==> src/rtl/rs_pkg.sv <==
// rtl/rs_pkg.sv - shared constants, state encoding and helpers for the RS(255,239) encoder controller
//
// Purpose: symbol width, code geometry, frame counter width, FSM state type.
// Ports:   none (package).
// Option:  RS_ENC_SHORTEN_EN uses clamp_k() to bound the programmable message length.

package rs_pkg;

  localparam int SYM_W = 8;
  localparam int N     = 255;
  localparam int K     = 239;
  localparam int NPAR  = N - K;   // must equal the depth of the external parity chain (16)
  localparam int CNT_W = 8;

  typedef enum logic [1:0] {
    IDLE = 2'd0,
    MSG  = 2'd1,
    PAR  = 2'd2
  } state_t;

  // Shortened-code length: 0 or anything above K falls back to the full message length.
  function automatic logic [CNT_W-1:0] clamp_k(input logic [CNT_W-1:0] k);
    if (k == '0 || k > CNT_W'(K)) begin
      return CNT_W'(K);
    end
    return k;
  endfunction

endpackage

==> src/rtl/rs_enc_ctrl_if.sv <==
// rtl/rs_enc_ctrl_if.sv - symbol stream bundle between source, encoder controller and framer
//
// Purpose: groups the message input stream and the codeword output stream.
// Signals: in_valid/in_ready/in_data/in_sop  - message symbols into the encoder
//          out_valid/out_ready/out_data/out_sop/out_eop - codeword symbols out of the encoder
// Modports: master - environment side (drives message stream and out_ready)
//           slave  - encoder controller side

interface rs_enc_ctrl_if
  import rs_pkg::*;
#(
  parameter int SYM_W_P = SYM_W
);

  logic               in_valid;
  logic               in_ready;
  logic [SYM_W_P-1:0] in_data;
  logic               in_sop;

  logic               out_valid;
  logic               out_ready;
  logic [SYM_W_P-1:0] out_data;
  logic               out_sop;
  logic               out_eop;

  modport master (
    output in_valid, in_data, in_sop, out_ready,
    input  in_ready, out_valid, out_data, out_sop, out_eop
  );

  modport slave (
    input  in_valid, in_data, in_sop, out_ready,
    output in_ready, out_valid, out_data, out_sop, out_eop
  );

endinterface

==> src/rtl/rs_frame_cnt.sv <==
// rtl/rs_frame_cnt.sv - frame symbol counter with enable, synchronous clear and terminal-count compare
//
// Purpose: counts accepted symbols within the message or parity phase.
// Ports:   clk, rst     - clock, synchronous active-high reset
//          en           - increment
//          clr          - synchronous clear to 0 (wins over en)
//          tc_val       - terminal count value
//          cnt          - current count
//          tc           - cnt == tc_val

module rs_frame_cnt
  import rs_pkg::*;
(
  input  logic             clk,
  input  logic             rst,
  input  logic             en,
  input  logic             clr,
  input  logic [CNT_W-1:0] tc_val,
  output logic [CNT_W-1:0] cnt,
  output logic             tc
);

  logic [CNT_W-1:0] cnt_q;

  always_ff @(posedge clk) begin
    if (rst) begin
      cnt_q <= '0;
    end else if (clr) begin
      cnt_q <= '0;
    end else if (en) begin
      cnt_q <= cnt_q + CNT_W'(1);
    end
  end

  assign cnt = cnt_q;
  assign tc  = (cnt_q == tc_val);

endmodule

==> src/rtl/rs_enc_ctrl.sv <==
// rtl/rs_enc_ctrl.sv - frame sequencer for the 16-stage RS(255,239) parity LFSR chain
//
// Purpose: passes message symbols through while feeding the parity chain, then reads
//          out the 16 parity symbols by shifting the chain with zero feedback.
// Ports:   clk, rst   - clock, synchronous active-high reset
//          bus        - rs_enc_ctrl_if.slave: message stream in, codeword stream out
//          cfg_k      - shortened message length, sampled on accepted sop
//                       (only when RS_ENC_SHORTEN_EN is defined)
//          par_msb    - last-stage parity register of the chain (r_15)
//          fb_sym     - feedback symbol to the chain
//          lfsr_en    - chain shift enable
//          lfsr_clr   - chain synchronous clear
//          frm_err    - one-cycle pulse on framing error
// Option:  RS_ENC_SHORTEN_EN - programmable message length via cfg_k.

module rs_enc_ctrl
  import rs_pkg::*;
(
  input  logic             clk,
  input  logic             rst,
  rs_enc_ctrl_if.slave     bus,
`ifdef RS_ENC_SHORTEN_EN
  input  logic [CNT_W-1:0] cfg_k,
`endif
  input  logic [SYM_W-1:0] par_msb,
  output logic [SYM_W-1:0] fb_sym,
  output logic             lfsr_en,
  output logic             lfsr_clr,
  output logic             frm_err
);

  state_t           state_q, state_d;
  logic [CNT_W-1:0] cnt, tc_val, start_k, k_eff;
  logic             tc, cnt_en, cnt_clr;
  logic             err_ev, frm_err_q;
  logic             start, restart_v;

  // Frame start is only taken when downstream can accept the sop symbol in the same cycle.
  assign start = (state_q == IDLE) && bus.in_valid && bus.in_sop && bus.out_ready;

  // A sop arriving mid-message aborts the current frame; the symbol is held upstream
  // and re-presented as the first symbol of the new frame once back in IDLE.
  assign restart_v = (state_q == MSG) && bus.in_valid && bus.in_sop && (cnt != '0);

`ifdef RS_ENC_SHORTEN_EN
  logic [CNT_W-1:0] k_q;

  assign start_k = clamp_k(cfg_k);

  always_ff @(posedge clk) begin
    if (rst) begin
      k_q <= CNT_W'(K);
    end else if (start) begin
      k_q <= start_k;
    end
  end

  assign k_eff = k_q;
`else
  assign start_k = CNT_W'(K);
  assign k_eff   = CNT_W'(K);
`endif

  assign tc_val = (state_q == PAR) ? CNT_W'(NPAR - 1) : (k_eff - CNT_W'(1));

  rs_frame_cnt u_cnt (
    .clk    (clk),
    .rst    (rst),
    .en     (cnt_en),
    .clr    (cnt_clr),
    .tc_val (tc_val),
    .cnt    (cnt),
    .tc     (tc)
  );

  // State register
  always_ff @(posedge clk) begin
    if (rst) begin
      state_q   <= IDLE;
      frm_err_q <= 1'b0;
    end else begin
      state_q   <= state_d;
      frm_err_q <= err_ev;
    end
  end

  // Next-state and counter control; out_ready low freezes everything.
  always_comb begin
    state_d = state_q;
    cnt_en  = 1'b0;
    cnt_clr = 1'b0;
    err_ev  = 1'b0;
    case (state_q)
      IDLE: begin
        if (bus.in_valid && bus.out_ready) begin
          if (bus.in_sop) begin
            // A one-symbol message is complete on the sop itself.
            if (start_k == CNT_W'(1)) begin
              state_d = PAR;
              cnt_clr = 1'b1;
            end else begin
              state_d = MSG;
              cnt_en  = 1'b1;
            end
          end else begin
            err_ev = 1'b1;
          end
        end
      end
      MSG: begin
        if (bus.in_valid && bus.out_ready) begin
          if (restart_v) begin
            err_ev  = 1'b1;
            state_d = IDLE;
            cnt_clr = 1'b1;
          end else if (tc) begin
            state_d = PAR;
            cnt_clr = 1'b1;
          end else begin
            cnt_en = 1'b1;
          end
        end
      end
      PAR: begin
        if (bus.out_ready) begin
          if (tc) begin
            state_d = IDLE;
            cnt_clr = 1'b1;
          end else begin
            cnt_en = 1'b1;
          end
        end
      end
      default: begin
        state_d = IDLE;
        cnt_clr = 1'b1;
      end
    endcase
  end

  // Output decode, combinational from state/cnt/inputs.
  always_comb begin
    bus.in_ready  = 1'b0;
    bus.out_valid = 1'b0;
    bus.out_data  = '0;
    bus.out_sop   = 1'b0;
    bus.out_eop   = 1'b0;
    fb_sym        = '0;
    lfsr_en       = 1'b0;
    lfsr_clr      = 1'b0;
    case (state_q)
      IDLE: begin
        bus.in_ready = bus.out_ready;
        lfsr_clr     = !start;
        if (start) begin
          bus.out_valid = 1'b1;
          bus.out_sop   = 1'b1;
          bus.out_data  = bus.in_data;
          fb_sym        = bus.in_data;   // chain is clear, so r_15 contributes nothing
          lfsr_en       = 1'b1;
        end
      end
      MSG: begin
        bus.in_ready  = bus.out_ready && !restart_v;
        bus.out_valid = bus.in_valid && !restart_v;
        bus.out_data  = bus.in_data;
        fb_sym        = bus.in_data ^ par_msb;
        lfsr_en       = bus.in_valid && bus.out_ready && !restart_v;
        lfsr_clr      = restart_v && bus.out_ready;
      end
      PAR: begin
        bus.out_valid = 1'b1;
        bus.out_data  = par_msb;
        bus.out_eop   = tc;
        lfsr_en       = bus.out_ready;   // fb_sym stays 0: chain shifts parity out
      end
      default: begin
        lfsr_clr = 1'b1;
      end
    endcase
  end

  assign frm_err = frm_err_q;

endmodule

==> src/flat_wrapper.sv <==
// flat-port wrapper written by rule: the top's interface ports become plain ports
module rs_enc_ctrl_flat import rs_pkg::*;
  (clk, rst, par_msb, fb_sym, lfsr_en, lfsr_clr, frm_err, bus_in_valid, bus_in_data, bus_in_sop, bus_out_ready, bus_in_ready, bus_out_valid, bus_out_data, bus_out_sop, bus_out_eop);
  rs_enc_ctrl_if bus_i ();
  input  logic clk;
  input  logic rst;
  input  logic [SYM_W-1:0] par_msb;
  output logic [SYM_W-1:0] fb_sym;
  output logic lfsr_en;
  output logic lfsr_clr;
  output logic frm_err;
  input wire logic [$bits(bus_i.in_valid)-1:0] bus_in_valid;
  input wire logic [$bits(bus_i.in_data)-1:0] bus_in_data;
  input wire logic [$bits(bus_i.in_sop)-1:0] bus_in_sop;
  input wire logic [$bits(bus_i.out_ready)-1:0] bus_out_ready;
  output wire logic [$bits(bus_i.in_ready)-1:0] bus_in_ready;
  output wire logic [$bits(bus_i.out_valid)-1:0] bus_out_valid;
  output wire logic [$bits(bus_i.out_data)-1:0] bus_out_data;
  output wire logic [$bits(bus_i.out_sop)-1:0] bus_out_sop;
  output wire logic [$bits(bus_i.out_eop)-1:0] bus_out_eop;
  assign bus_i.in_valid = bus_in_valid;
  assign bus_i.in_data = bus_in_data;
  assign bus_i.in_sop = bus_in_sop;
  assign bus_i.out_ready = bus_out_ready;
  assign bus_in_ready = bus_i.in_ready;
  assign bus_out_valid = bus_i.out_valid;
  assign bus_out_data = bus_i.out_data;
  assign bus_out_sop = bus_i.out_sop;
  assign bus_out_eop = bus_i.out_eop;
  rs_enc_ctrl u_core (.clk(clk), .rst(rst), .bus(bus_i), .par_msb(par_msb), .fb_sym(fb_sym), .lfsr_en(lfsr_en), .lfsr_clr(lfsr_clr), .frm_err(frm_err));
endmodule
==> config.mk <==
export PLATFORM = sky130hd
export DESIGN_NAME = rs_enc_ctrl_flat
export DESIGN_NICKNAME = d
export VERILOG_FILES = /design/src/rtl/rs_pkg.sv /design/src/rtl/rs_enc_ctrl_if.sv /design/src/rtl/rs_frame_cnt.sv /design/src/rtl/rs_enc_ctrl.sv /design/src/flat_wrapper.sv
export SDC_FILE = /design/constraint.sdc
export NUM_CORES = 1
export LEC_CHECK = 0
export ABC_AREA = 1
export BUFFER_PORTS_ARGS = -buffer_cell sky130_fd_sc_hd__buf_4
export CAP_MARGIN = 5
export CORE_ASPECT_RATIO = 0.8
export CORE_UTILIZATION = 47
export CTS_BUF_LIST = sky130_fd_sc_hd__clkbuf_16
export CTS_CLUSTER_DIAMETER = 60
export DETAILED_ROUTE_END_ITERATION = 16
export PLACE_DENSITY_LB_ADDON = 0.12
export SKIP_CTS_REPAIR_TIMING = 1
export SKIP_LAST_GASP = 1
export SYNTH_ARGS = -nofsm -noshare
export SYNTH_HDL_FRONTEND = slang
export SYNTH_SLANG_ARGS = --single-unit
==> constraint.sdc <==
create_clock -name clk -period 2.2 [get_ports clk]
set_clock_uncertainty 0.2 [all_clocks]
set_input_delay 0.11 -clock clk [delete_from_list [all_inputs] [get_ports clk]]
set_output_delay 0.11 -clock clk [all_outputs]
set_load 0.01 [all_outputs]
==> summary.md, run 1 <==
| Metric | Value |
|---|---|
| Outcome | `completed` |
| Number of global-route vias before repair | `between 1k and 1.5k` |
| Fin. Hold Viols | `0` |
| Final Worst Setup Slack | `roughly 0.14 ns` |
| Setup TNS | `0 ns` |
| RSZ-0062 raised after global routing | `false` |
| Slowest CP cell | `dfxtp_1` |
| Simple-Gate Fraction of Synth Area | `44.24%` |
| DRC viols | `0` |
| Worst path cell trace | `inv_1 -> ha_1 -> nand2_1 -> nor2_1 -> nor2_2 -> inv_1 -> o211ai_1 -> inv_1 -> buf_4` |
| Max cap viols | `0` |
| Synthesized area per cell | `6.001 um2` |
| Post-layout nets | `244` |
| Congestion Overflow GR | `0` |
| Largest net degree at the start of global routing | `12` |
| Pleak | `0.6984 nW` |
| Netlist Area Pre-Place | `0.001032 mm2` |
| #FFs+latches synth | `11` |
| Synthesis warning total | `0` |
| Via/cell ratio | `5.389` |
| # clock sinks | `11` |
| # port buffers | `43` |
| Sequential share of power | `between 20% and 30%` |
| Final setup fails | `0` |
| Number of synthesized flops with an enable pin | `0` |
| Sw Pwr | `approximately 0.19 mW` |
| Die Width | `roughly 54 um` |
| Switching Fraction | `26.08%` |
| Die ar. | `0.002389 mm2` |
| Syn Inst Count | `around 170` |
| Cell mode on critical path | `inv_1` |
| Largest family of logic cells by synthesized area | `simple AND/OR/NAND/NOR gates` |
| Hpwl dp | `roughly 2200 um` |
| Die height | `around 44 um` |
| CTS Buffer Depth | `2` |
| Root buf cell | `clkbuf_16` |
| Relative slew slack | `75.56%` |
| HP Start | `bus_in_sop` |
| Setup crit end kind | `primary output` |
| Fin crit share | `between 90 and 100%` |
| Slowest stage delay, CP | `between 0.4 and 0.5 ns` |
| Worst slew pin tran | `~0.37 ns` |
| Total placed cells including tap cells | `239` |
| FF-to-FF Start | `u_core.u_cnt.cnt[0]` |
| Routed length per instance | `12.06 um` |
| Setup Crit Path Kind | `reg2out` |
| Worst Hold Class | `in2reg` |
| FP Rows | `14` |
| Crit. Startpoint | `u_core.u_cnt.cnt[0]` |
| Share of power burned in combinational logic | `approximately 25%` |
| Starting Density | `between 50% and 60%` |
| Critical Path AT | `approximately 1.8 ns` |
| CTS tree | `done` |
| Max rail drop VDD | `between 0.0007 and 0.0008 V` |
| Post-Layout Cell Count | `244` |
| Total global-route track usage | `27.02%` |
| Post-Synth XOR/XNOR Area | `a little under an eighth` |
| Ys async rst share | `0%` |
| DRT iter0 DRCs | `70` |
| Layout cell share with drive strength beyond 1 | `28.64%` |
| Vias | `roughly 1.3k` |
| Multiplexer share of the synthesized area | `0%` |
| Post-route ant nets | `0` |
| Number of buffers created by CTS | `3` |
| Clk network pwr share | `approximately 46%` |
| First-pass GRT wire length | `4726 um` |
| Total length of routed wires | `2943 um` |
| First-pass DRT Iterations | `4` |
| Routability cong. | `0.8759` |
| Core area | `0.001979 mm2` |
| Boundary Pins | `44` |
| Fmax | `just under 500 MHz` |
| Clk Latency, worst-skew pair | `approximately 0.24 ns` |
| PwrDens | `~480 mW/mm2` |
| CP Launch Type | `flop` |
| Int Pwr | `roughly 0.53 mW` |
| Sequential-to-total area share from yosys stat | `a little over a fifth` |
| Setup WS pre-CTS | `roughly 0.14 ns` |
| H-tree Lvls | `1` |
| Initial antenna violation count | `0` |
| Final Critical Period | `between 2 and 2.5 ns` |
| Post-synth cell types | `24` |
| Final Max Tran Viols | `0` |
| Dominant synthesized flop cell | `dfxtp_1` |
| CP Max Fanout | `6` |
| Area share of fa/ha/maj cells after synthesis | `2.424%` |
| Area Overhead vs Synth | `44.36%` |
| # diodes | `0` |
| Crit path required time | `about 1.9 ns` |
| Syn_nets | `between 150 and 200` |
| Reg clk slew, reported paths | `around 0.040 ns` |
| Synth Area in Compound Gates | `between 10% and 20%` |
[routing by layer]
metal	vias up	routed length [um]	GRT usage, %
li1	664	-	-
met1	586	1288	34.52
met2	60	1366	43.90
met3	5	265	8.421
met4	0	23	6.154
met5	-	0	0
[registers in the layout, indices dropped and copies added, names as in the netlist]
signal / flops
u_core.frm_err: 1
u_core.state_q: 2
u_core.u_cnt.cnt: 8
[cells in the mapped netlist (2+ instances only)]
library cell  count  area [um2]
nor2_2            2       12.51
nand2_1          51       191.4
ha_1              2       25.02
dfxtp_1          11       220.2
o211ai_1          2       15.01
xnor2_1          11       96.34
nor3_1            2       10.01
nand3_1          25       125.1
a21oi_1          10       50.05
inv_2             3       11.26
nand4_1           3       18.77
xor2_1            3       26.28
clkbuf_1          3       11.26
inv_1            13       48.80
nand2_2           3       18.77
nor2_1           11       41.29
o21ai_0          10       50.05
[critical path: cells and delay by family (launching register included)]
family | cells | cell delay, ns
AOI/OAI and AO/OA | 1 | 0.17
adders and majority gates | 1 | 0.20
and+or+nand+nor | 3 | 0.31
DFF | 1 | 0.41
buffers and inverters | 4 | 0.41
[cell type report]
cell class / count / area (um2)
multi-input combinational: 142 / 745.7
tap: 24 / 30.03
fill: 156 / 489.2
clock inverter: 1 / 3.754
inverter: 16 / 60.06
clock buffer: 3 / 75.07
sequential: 11 / 220.2
timing repair buffer: 47 / 355.3
[logic make-up after synthesis]
group / Yosys count
flops: 11
fa+ha+maj: 2
buf+inv: 19
simple gates: 101
compound gates: 25
xor+xnor: 14
[stage by stage]
step	hold slack, ns	utilization [%]	area (um2)	total power, mW
finish	0.01678	75.28	1490	0.7147
global route	0.02291	75.28	1490	0.7454
CTS	-0.1600	74.53	1475	0.7156
detailed placement	0.09003	70.54	1396	0.3832
global placement	0.07942	70.54	1396	0.3790
floorplan	-0.02093	-	1032	0.2927
[cell usage in the layout (no fill, tap or decap), drive strengths merged, types with 2 or more instances in the layout]
master / instances
a21oi: 10
o21ai: 12
nand4: 3
o211ai: 2
xor2: 3
nand2: 55
nor3: 3
buf: 46
clkbuf: 3
inv: 17
ha: 2
nor2: 14
dfxtp: 11
xnor2: 11
nand3: 25
[power groups by stage]
stage	Clock, mW	Combinational (mW)	Sequential (mW)
final	0.331	0.175	0.208
after global routing	0.346	0.190	0.209
after CTS	0.334	0.173	0.208
after detailed placement	0	0.172	0.212
after global placement	0	0.168	0.211
after floorplan	0	0.0819	0.211
[path summary, 6_finish.rpt]
path | cells after the start | slack, ns | to
setup / recovery | 9 | 0.14 | bus_in_ready
hold / removal | 4 | 0.02 | u_core.frm_err
setup reg to reg | 12 | 0.19 | u_core.u_cnt.cnt[0]
hold reg to reg | 2 | 0.35 | u_core.u_cnt.cnt[1]
Power figures use the tool's default switching activity.
==> run 2: changes to the inputs <==
CORE_UTILIZATION = 49   (was 47)
SYNTH_HIERARCHICAL = 1   (was default)
==> run 2 against run 1 <==
Net effect: the run now ends with negative setup slack left; wire length grew 18%; utilization increased by 5.2 points; non-clock buffer count rose by 12; flip-flop and latch count unchanged; clock power increased by 2%; first-iteration DRC count grew 26%; maximum frequency fell by 6.8%; worst hold slack better by 0.053 ns; via count increased by 14%; critical path depth grew 4; register-to-register slack lost 0.20 ns; largest power group is now combinational cells; highest routed layer unchanged.
==> summary.md, run 2 <==
| Metric | Value |
|---|---|
| Routability cong. | `between 0.8 and 0.9` |
| Worst Hold Class | `in2reg` |
| Die ar. | `between 0.002 and 0.003 mm2` |
| DRT iter0 DRCs | `roughly 90` |
| Starting Density | `between 50% and 60%` |
| Post-Layout Cell Count | `between 200 and 300` |
| CP Launch Type | `flop` |
| PwrDens | `between 600 and 700 mW/mm2` |
| Total placed cells including tap cells | `between 200 and 300` |
| Top-area cell type share of the netlist area | `between 20% and 30%` |
| Multiplexer share of the synthesized area | `0%` |
| Area share of fa/ha/maj cells after synthesis | `1.100%` |
| Synthesis warning total | `6` |
| Number of global-route vias before repair | `~1.1k` |
| Clk Latency, worst-skew pair | `0.24 ns` |
| First-pass DRT Iterations | `4` |
| Setup WS pre-CTS | `-0.05148 ns` |
| Die Width | `roughly 56 um` |
| Final setup fails | `1` |
| Via/cell ratio | `just over 5` |
| Synthesized area per cell | `between 5 and 6 um2` |
| Crit path required time | `~2.1 ns` |
| # diodes | `0` |
| Post-layout nets | `just under 300` |
| Max rail drop VDD | `0.0006478 V` |
| Critical Path AT | `around 2.1 ns` |
| Die height | `45.09 um` |
| Dominant synthesized flop cell | `dfxtp_1` |
| #FFs+latches synth | `11` |
| Vias | `1495` |
| Area Overhead vs Synth | `54.02%` |
| DRC viols | `0` |
| FP Rows | `15` |
| Max FFs per register | `8` |
| # port buffers | `43` |
| Most frequent cells in the layout | `nand2_1, buf_4, nor2_1` |
| CTS Buffer Depth | `2` |
| Setup Crit Path Kind | `reg2reg` |
| Commonest non-fill, non-tap cell in the layout | `nand2_1` |
| Core area | `0.002177 mm2` |
| Final Max Tran Viols | `0` |
| Total length of routed wires | `approximately 3500 um` |
| Setup crit end kind | `flop` |
| Layout cell share with drive strength beyond 1 | `about a third` |
| Ys async rst share | `0%` |
| Largest family of logic cells by synthesized area | `simple AND/OR/NAND/NOR gates` |
| Boundary Pins | `44` |
| Initial antenna violation count | `0` |
| Reg clk slew, reported paths | `~0.040 ns` |
| Total global-route track usage | `around a quarter` |
| Final Worst Setup Slack | `-0.008507 ns` |
| Number of synthesized flops with an enable pin | `0` |
| Fin. Hold Viols | `0` |
| Post-Synth XOR/XNOR Area | `between 6 and 7%` |
| Synth Area in Compound Gates | `between 10% and 20%` |
| Fmax | `452.8 MHz` |
| First-pass GRT wire length | `roughly 5100 um` |
| Root buf cell | `clkbuf_16` |
| RSZ-0062 raised after global routing | `true` |
| Max cap viols | `0` |
| CTS tree | `done` |
| Most common cell in the netlist | `nand2_1` |
| Congestion Overflow GR | `0` |
| CP Max Fanout | `7` |
| Routed length per instance | `11.88 um` |
| Final Critical Period | `approximately 2.2 ns` |
| Syn Inst Count | `about 200` |
| Fin crit share | `100.4%` |
| Pleak | `between 0.9 and 1 nW` |
| Top cell type by total area after synthesis | `nand2_1` |
| Post-synth top cells | `nand2_1, nor2_1, inv_1` |
| Number of buffers created by CTS | `3` |
| Sequential-to-total area share from yosys stat | `about 19%` |
| Hpwl dp | `~2500 um` |
| Post-route ant nets | `0` |
| Simple-Gate Fraction of Synth Area | `about 47%` |
| Synth area leaders | `nand2_1, dfxtp_1, nor2_1` |
| H-tree Lvls | `1` |
| Largest net degree at the start of global routing | `14` |
| Post-synth cell types | `29` |
| Outcome | `finished, violations left` |
| Failing checks | `negative setup slack` |
| # clock sinks | `11` |
| Netlist Area Pre-Place | `roughly 0.0011 mm2` |
run 2: layout make-up:
type / count / area [um2]
Multi-Input combinational cell: 165 / 863.3
Tap cell: 25 / 31.28
Inverter: 28 / 110.1
Fill cell: 163 / 425.4
Clock inverter: 1 / 5.005
Sequential cell: 11 / 221.5
Timing Repair Buffer: 59 / 445.4
Clock buffer: 3 / 75.07
run 2: report_power, final:
part           internal (mW)  switching (mW)
combinational          0.240           0.272
sequential             0.214          0.0150
clock                  0.241          0.0954
total                  0.695           0.383
run 2: worst paths after layout:
path	slack, ns	from	cells after the start	end
setup / recovery	-0.009	u_core/state_q[1]	13	u_core/u_cnt/cnt[7]
hold / removal	0.07	bus_out_ready	5	u_core/frm_err
setup reg to reg	-0.009	u_core/state_q[1]	13	u_core/u_cnt/cnt[7]
hold reg to reg	0.31	u_core/u_cnt/cnt[4]	2	u_core/u_cnt/cnt[5]
run 2: through the flow:
stage | cell area [um2] | util, % | hold WS [ns] | power (mW) | TNS (ns)
final | 1752 | 80.46 | 0.07023 | 1.078 | -0.008507
after global routing | 1752 | 80.46 | 0.09087 | 1.143 | -0.5572
after CTS | 1672 | 76.78 | -0.1452 | 1.046 | -0.4725
after detailed placement | 1592 | 73.10 | 0.1016 | 0.7047 | -0.1659
after global placement | 1592 | 73.10 | 0.1045 | 0.6997 | -0.05087
after floorplan | 1181 | - | -0.01321 | 0.5051 | 0
run 2: cell families (layout without fill, tap and decap cells):
family | Yosys count | in the layout
compound gates | 24 | 24
xor+xnor | 8 | 8
fa+ha+maj | 1 | 1
buf+inv | 32 | 91
flops | 11 | 11
other cells | 2 | 8
simple gates | 124 | 124
run 2: worst max-delay path, stage by stage, from the launching register on:
cell,delay (ns)
dfxtp_2,0.33
inv_2,0.05
nor2_4,0.17
nor2_1,0.07
nor2_1,0.13
nor2_1,0.06
nand2_1,0.10
nor2_4,0.06
o32ai_4,0.40
nand2_2,0.14
nor2_4,0.18
nand3_2,0.08
nand2_1,0.08
nor2_1,0.04
run 2: per-layer routing:
layer  track usage, %  part of all wire [%]
met3            5.158                   8.4
met5                0                     0
met2            40.96                    44
met1            36.95                    46
met4            4.390                   1.2
